===== src/rtl/alu_pkg.sv =====
// Shared width and opcode encodings for the 4-bit ALU datapath.
// Imported by the top level and the divider.
package alu_pkg;

  localparam int W = 4;

  localparam logic [2:0] OC_ADD = 3'b000;
  localparam logic [2:0] OC_SUB = 3'b001;
  localparam logic [2:0] OC_MUL = 3'b010;
  localparam logic [2:0] OC_DIV = 3'b011;
  localparam logic [2:0] OC_NOT = 3'b100;
  localparam logic [2:0] OC_XOR = 3'b101;
  localparam logic [2:0] OC_OR  = 3'b110;
  localparam logic [2:0] OC_AND = 3'b111;

endpackage


===== src/rtl/alu_div4.sv =====
// Combinational restoring divider: unsigned quotient of a/b.
// A zero divisor yields an all-ones quotient and raises div_zero_o.
module alu_div4
  import alu_pkg::*;
(
  input  logic [W-1:0] a_i,
  input  logic [W-1:0] b_i,
  output logic [W-1:0] quo_o,
  output logic         div_zero_o
);

  logic [W:0]   trial;
  logic [W-1:0] rem;
  logic [W-1:0] quo;

  always_comb begin
    rem   = '0;
    quo   = '0;
    trial = '0;
    // One quotient bit per step, MSB first; remainder is always < b so it fits in W bits.
    for (int i = W - 1; i >= 0; i--) begin
      trial = {rem, a_i[i]};
      if (trial >= {1'b0, b_i}) begin
        rem    = W'(trial - {1'b0, b_i});
        quo[i] = 1'b1;
      end else begin
        rem = trial[W-1:0];
      end
    end
    if (b_i == '0) begin
      quo = '1;
    end
  end

  assign quo_o      = quo;
  assign div_zero_o = (b_i == '0);

endmodule


===== src/rtl/alu_4bit.sv =====
// 4-bit, 8-operation ALU: opcode mux and flag logic feeding one register
// stage that holds the result f and the z/c/dz status flags.
module alu_4bit
  import alu_pkg::*;
(
  input  logic         clk,
  input  logic         rst,
  input  logic [2:0]   oc,
  input  logic [W-1:0] a,
  input  logic [W-1:0] b,
  output logic [W-1:0] f,
  output logic         z,
  output logic         c,
  output logic         dz
);

  logic [2*W-1:0] prod;
  logic [W-1:0]   quo;
  logic           div_zero;

  logic [W-1:0]   f_d, f_q;
  logic           z_d, z_q;
  logic           c_d, c_q;
  logic           dz_d, dz_q;

  alu_div4 u_div (
    .a_i        (a),
    .b_i        (b),
    .quo_o      (quo),
    .div_zero_o (div_zero)
  );

  assign prod = {{W{1'b0}}, a} * {{W{1'b0}}, b};

  always_comb begin
    f_d  = '0;
    c_d  = 1'b0;
    dz_d = 1'b0;
    case (oc)
      // The extra top bit of the widened sum/difference is the carry/borrow.
      OC_ADD: {c_d, f_d} = {1'b0, a} + {1'b0, b};
      OC_SUB: {c_d, f_d} = {1'b0, a} - {1'b0, b};
      OC_MUL: begin
        f_d = prod[W-1:0];
        c_d = |prod[2*W-1:W];
      end
      OC_DIV: begin
        f_d  = quo;
        dz_d = div_zero;
      end
      OC_NOT: f_d = ~a;
      OC_XOR: f_d = a ^ b;
      OC_OR:  f_d = a | b;
      OC_AND: f_d = a & b;
      default: f_d = '0;
    endcase
    z_d = (f_d == '0);
  end

  // ---- result register stage ----
  always_ff @(posedge clk or posedge rst) begin
    if (rst) begin
      f_q  <= '0;
      z_q  <= 1'b0;
      c_q  <= 1'b0;
      dz_q <= 1'b0;
    end else begin
      f_q  <= f_d;
      z_q  <= z_d;
      c_q  <= c_d;
      dz_q <= dz_d;
    end
  end

  assign f  = f_q;
  assign z  = z_q;
  assign c  = c_q;
  assign dz = dz_q;

endmodule


===== config.mk =====
export PLATFORM = sky130hd
export DESIGN_NAME = alu_4bit
export DESIGN_NICKNAME = d
export VERILOG_FILES = /design/src/rtl/alu_pkg.sv /design/src/rtl/alu_div4.sv /design/src/rtl/alu_4bit.sv
export SDC_FILE = /design/constraint.sdc
export NUM_CORES = 1
export LEC_CHECK = 0
export ABC_AREA = 1
export CAP_MARGIN = 20
export CELL_PAD_IN_SITES_DETAIL_PLACEMENT = 0
export CELL_PAD_IN_SITES_GLOBAL_PLACEMENT = 1
export CORE_MARGIN = 3
export CORE_UTILIZATION = 42
export CTS_CLUSTER_DIAMETER = 40
export CTS_CLUSTER_SIZE = 12
export DETAILED_ROUTE_END_ITERATION = 16
export PLACE_DENSITY_LB_ADDON = 0.1
export SLEW_MARGIN = 20
export SYNTH_ARGS = -nofsm -noshare
export SYNTH_HDL_FRONTEND = slang
export SYNTH_SLANG_ARGS = --single-unit

===== constraint.sdc =====
create_clock -name clk -period 0.8 [get_ports clk]
set_input_delay 0.08 -clock clk [delete_from_list [all_inputs] [get_ports clk]]
set_output_delay 0.08 -clock clk [all_outputs]
set_load 0.005 [all_outputs]

==> out/qor.log, run 1 <==
INFO  global_route   grt.overflow.total=0
INFO  sta            period_share=4.47
INFO  sta            setup_viol_count_final=7
INFO  synthesis      largest_area_contributor_in_the_netlist=sky130_fd_sc_hd__ha_1
INFO  power_and_ir_drop ir_drop=1250uV
INFO  cts            clock_tree.htree_level_count=1
INFO  sta            period_minus_slack=3570ps
INFO  setup_path     startpoint=a[3]
INFO  sta            final_hold_viol_count=0
INFO  synthesis      synth.yosys.seq_area_share=0.0947
INFO  drt            firstDrtPassIters=6
INFO  synthesis      netlist_area=1850squm
INFO  synthesis      syn-mean-instance-area=7.04squm
INFO  setup_path     crit_type=primary input to flop
INFO  placed_design  placed_cells=400
INFO  floorplan      design.portCount=20
INFO  global_route   grt_antenna_before_repair=0
INFO  synthesis      synth_cells=263
INFO  cts            numCtsBuffers=3
INFO  cells_and_area layout.area.seq=175squm
INFO  floorplan      initial_utilization=0.450
INFO  synthesis      synthesis.nets=325
INFO  sta            unrepaired_setup_endpoints_after_global_routing=true
INFO  setup_path     kind_of_launch_point_of_the_worst_setup_path=primary input
INFO  sta            fin_setup_tns=-12620ps
INFO  cts            cts.clk_slew.worst_paths=40ps
INFO  power_and_ir_drop power_density=1250nW/um^2
INFO  sta            fmax=280MHz
INFO  floorplan      die_height=72.4um
INFO  synthesis      synth_largest_type_area_fraction=0.277
INFO  drt            route.detailed.drc=0
INFO  cells_and_area fillers=254
INFO  sta            maxSlewViolCount=0
INFO  cts            cts_max_path_buffers=2
INFO  placed_design  dp_hpwl=4.51mm
INFO  setup_path     critical_path.max_fanout=6
INFO  cts            clock_sinks=7
INFO  floorplan      die_width=72.4um
INFO  synthesis      primary_ff_master_synth=sky130_fd_sc_hd__dfrtp_1
INFO  synthesis      synth_enable_flop_cells=0
INFO  cts            cts_root_buf=sky130_fd_sc_hd__clkbuf_8
INFO  setup_path     cp_data_arrival_time=3730ps
INFO  synthesis      yosysUniqueCellTypes=32
INFO  sta            timing.final.ws_setup=-2770ps
INFO  cells_and_area layout-drive-gt1-share=0.514
INFO  setup_path     critical_path.endpoint_type=flop
INFO  sta            worst_slew_margin_rel=0.793
INFO  run            cap_viol_max_count=0
INFO  drt            detail-route-antenna-nets=0
INFO  cells_and_area total_area_of_multi_input_combinational_cells=1880squm
INFO  min_path       worst_hold_path_type=primary input to async pin
INFO  cells_and_area nets=450
INFO  synthesis      synth_warnings=0
INFO  cts            tritoncts=done
INFO  global_route   grt_pass1_vias=2276
INFO  global_route   pin_count_of_the_biggest_net_entering_global_routing=9
INFO  setup_path     worstPathRequired=960ps
INFO  drt            post_drt_wl_per_cell=15.1um
INFO  cells_and_area syn2layout_area_growth=82.1%
INFO  cells_and_area antennaDiodeCount=0
INFO  setup_path     critical_path_slowest_stage_cell=sky130_fd_sc_hd__ha_4
INFO  drt            overall_routed_net_length=6.61mm
INFO  drt            drt-initial-drc-count=77
INFO  global_route   grt_pass1_wl=10.4mm
INFO  placed_design  placer_congestion=0.840
INFO  synthesis      yosys-top-cells-area=sky130_fd_sc_hd__ha_1 28%, sky130_fd_sc_hd__nand2_1 11%, sky130_fd_sc_hd__inv_1 10%, sky130_fd_sc_hd__dfrtp_1 9.5%, sky130_fd_sc_hd__fa_1 8.7%
INFO  status         outcome=finished with violations
INFO  drt            route.vias.total=2195
INFO  sta            worst-slew-pin-transition=310ps
INFO  synthesis      ys_seq_elements=7
INFO  drt            drt-vias-per-instance=5.02
INFO  placed_design  io_buffers=19
INFO  status         violations=negative setup slack
INFO  floorplan      fp.dieArea=5240squm
INFO  power_and_ir_drop leakage_power_total=1.77nW
INFO  setup_path     worst_path_largest_cell_delay=290ps
INFO  floorplan      num_rows=23
INFO  cells_and_area layout.cells.non_filler=437
INFO  floorplan      floorplan.core_area=4120squm
INFO  synthesis      asyncSetResetFlopFracSynth=1.00
INFO  global_route   total_routing_usage_gr=0.252
==> routing by layer <==
metal / share of wire / wire length [um] / track usage
met5: 0 / 0 / 0
met1: 0.42 / 2770 / 0.308
met3: 0.026 / 170 / 0.0235
met4: 0.028 / 187 / 0.0984
met2: 0.53 / 3480 / 0.454
==> Yosys cell counts (5+ instances only) <==
| cell | instances |
|---|---|
| sky130_fd_sc_hd__a21oi_1 | 9 |
| sky130_fd_sc_hd__dfrtp_1 | 7 |
| sky130_fd_sc_hd__fa_1 | 8 |
| sky130_fd_sc_hd__ha_1 | 41 |
| sky130_fd_sc_hd__inv_1 | 50 |
| sky130_fd_sc_hd__inv_2 | 5 |
| sky130_fd_sc_hd__nand2_1 | 54 |
| sky130_fd_sc_hd__nand2_2 | 5 |
| sky130_fd_sc_hd__nand3_1 | 22 |
| sky130_fd_sc_hd__nand3_2 | 5 |
| sky130_fd_sc_hd__nor2_1 | 16 |
| sky130_fd_sc_hd__o21ai_0 | 6 |
| sky130_fd_sc_hd__o22ai_1 | 5 |
==> cell usage in the layout (no fill, tap or decap), types with 4 or more instances in the layout <==
master / count
sky130_fd_sc_hd__a21oi_4: 4
sky130_fd_sc_hd__buf_2: 10
sky130_fd_sc_hd__buf_4: 89
sky130_fd_sc_hd__buf_6: 13
sky130_fd_sc_hd__dfrtp_1: 7
sky130_fd_sc_hd__fa_1: 7
sky130_fd_sc_hd__ha_1: 25
sky130_fd_sc_hd__ha_4: 14
sky130_fd_sc_hd__inv_1: 44
sky130_fd_sc_hd__inv_2: 6
sky130_fd_sc_hd__inv_4: 4
sky130_fd_sc_hd__nand2_1: 40
sky130_fd_sc_hd__nand2_2: 15
sky130_fd_sc_hd__nand3_1: 14
sky130_fd_sc_hd__nand3_2: 10
sky130_fd_sc_hd__nor2_1: 12
sky130_fd_sc_hd__nor2_4: 5
sky130_fd_sc_hd__o22ai_1: 5
sky130_fd_sc_hd__xor2_1: 4
==> path summary, 6_finish.rpt <==
check,cells after the start,to,slack (ps)
max in group asynchronous,2,f[2]$_DFF_PP0_,490
max,32,z$_DFF_PP0_,-2770
min in group clk,6,dz$_DFF_PP0_,470
min,2,c$_DFF_PP0_,90
==> metrics by stage <==
step | util | cell area [sq um] | hold slack (ps) | power [W] | setup WS (ps)
after detailed placement | 0.685 | 2820 | 338 | 0.00270 | -3580
final | 0.819 | 3370 | 85.9 | 0.00423 | -2770
after global routing | 0.819 | 3370 | 123 | 0.00455 | -3020
after floorplan | - | 2060 | -117 | 0.00175 | -2730
after global placement | 0.685 | 2820 | 318 | 0.00265 | -3400
after CTS | 0.779 | 3210 | 96.1 | 0.00376 | -2740
==> critical path: cells and delay by family <==
family	cells	cell delay, ps
adders and majority gates	5	1090
and+or+nand+nor	15	1230
AOI/OAI and AO/OA	6	900
buffers and inverters	6	410
==> power by group <==
group | leakage [nW] | switching [W] | internal (W) | total, W
combinational | 1.65 | 0.00153 | 0.00176 | 0.00329
clock | 0.0228 | 0.000167 | 0.000346 | 0.000513
sequential | 0.0892 | 0.0000142 | 0.000405 | 0.000420
==> registers in the layout, indices dropped and copies added (netlist names) <==
register / count
z: 1
dz: 1
f: 4
c: 1
==> cell type report <==
class | instances | share of cell area
Clock buffer | 4 | 0.0134
Inverter | 56 | 0.0706
Timing Repair Buffer | 120 | 0.287
Sequential cell | 7 | 0.0520
Multi-Input combinational cell | 200 | 0.559
Tap cell | 50 | 0.0186
==> logic make-up after synthesis <==
group / count (synthesis) / share of synthesized area
buf+inv: 56 / 0.116
simple gates: 115 / 0.297
compound gates: 29 / 0.0953
fa+ha+maj: 49 / 0.364
xor+xnor: 7 / 0.0331
flops: 7 / 0.0947
==> what timing repair did <==
action                     CTS  global route
setup endpoints to repair   14            12
hold buffers                 0             0
pin swaps                   44            17
setup buffers               29             5
gates resized for setup    100            29
Note: power is estimated with default switching activity, not from simulation.
==> run 2: changes to the inputs <==
--- a/config.mk
+++ b/config.mk
@@ -12,7 +12,7 @@
 export CORE_MARGIN = 3
 export CORE_UTILIZATION = 42
 export CTS_CLUSTER_DIAMETER = 40
-export CTS_CLUSTER_SIZE = 12
+export CTS_CLUSTER_SIZE = 14
 export DETAILED_ROUTE_END_ITERATION = 16
 export PLACE_DENSITY_LB_ADDON = 0.1
 export SLEW_MARGIN = 20
==> results of run 2 <==
Same layout as run 1: the final DEF is identical, and so are final timing and power.
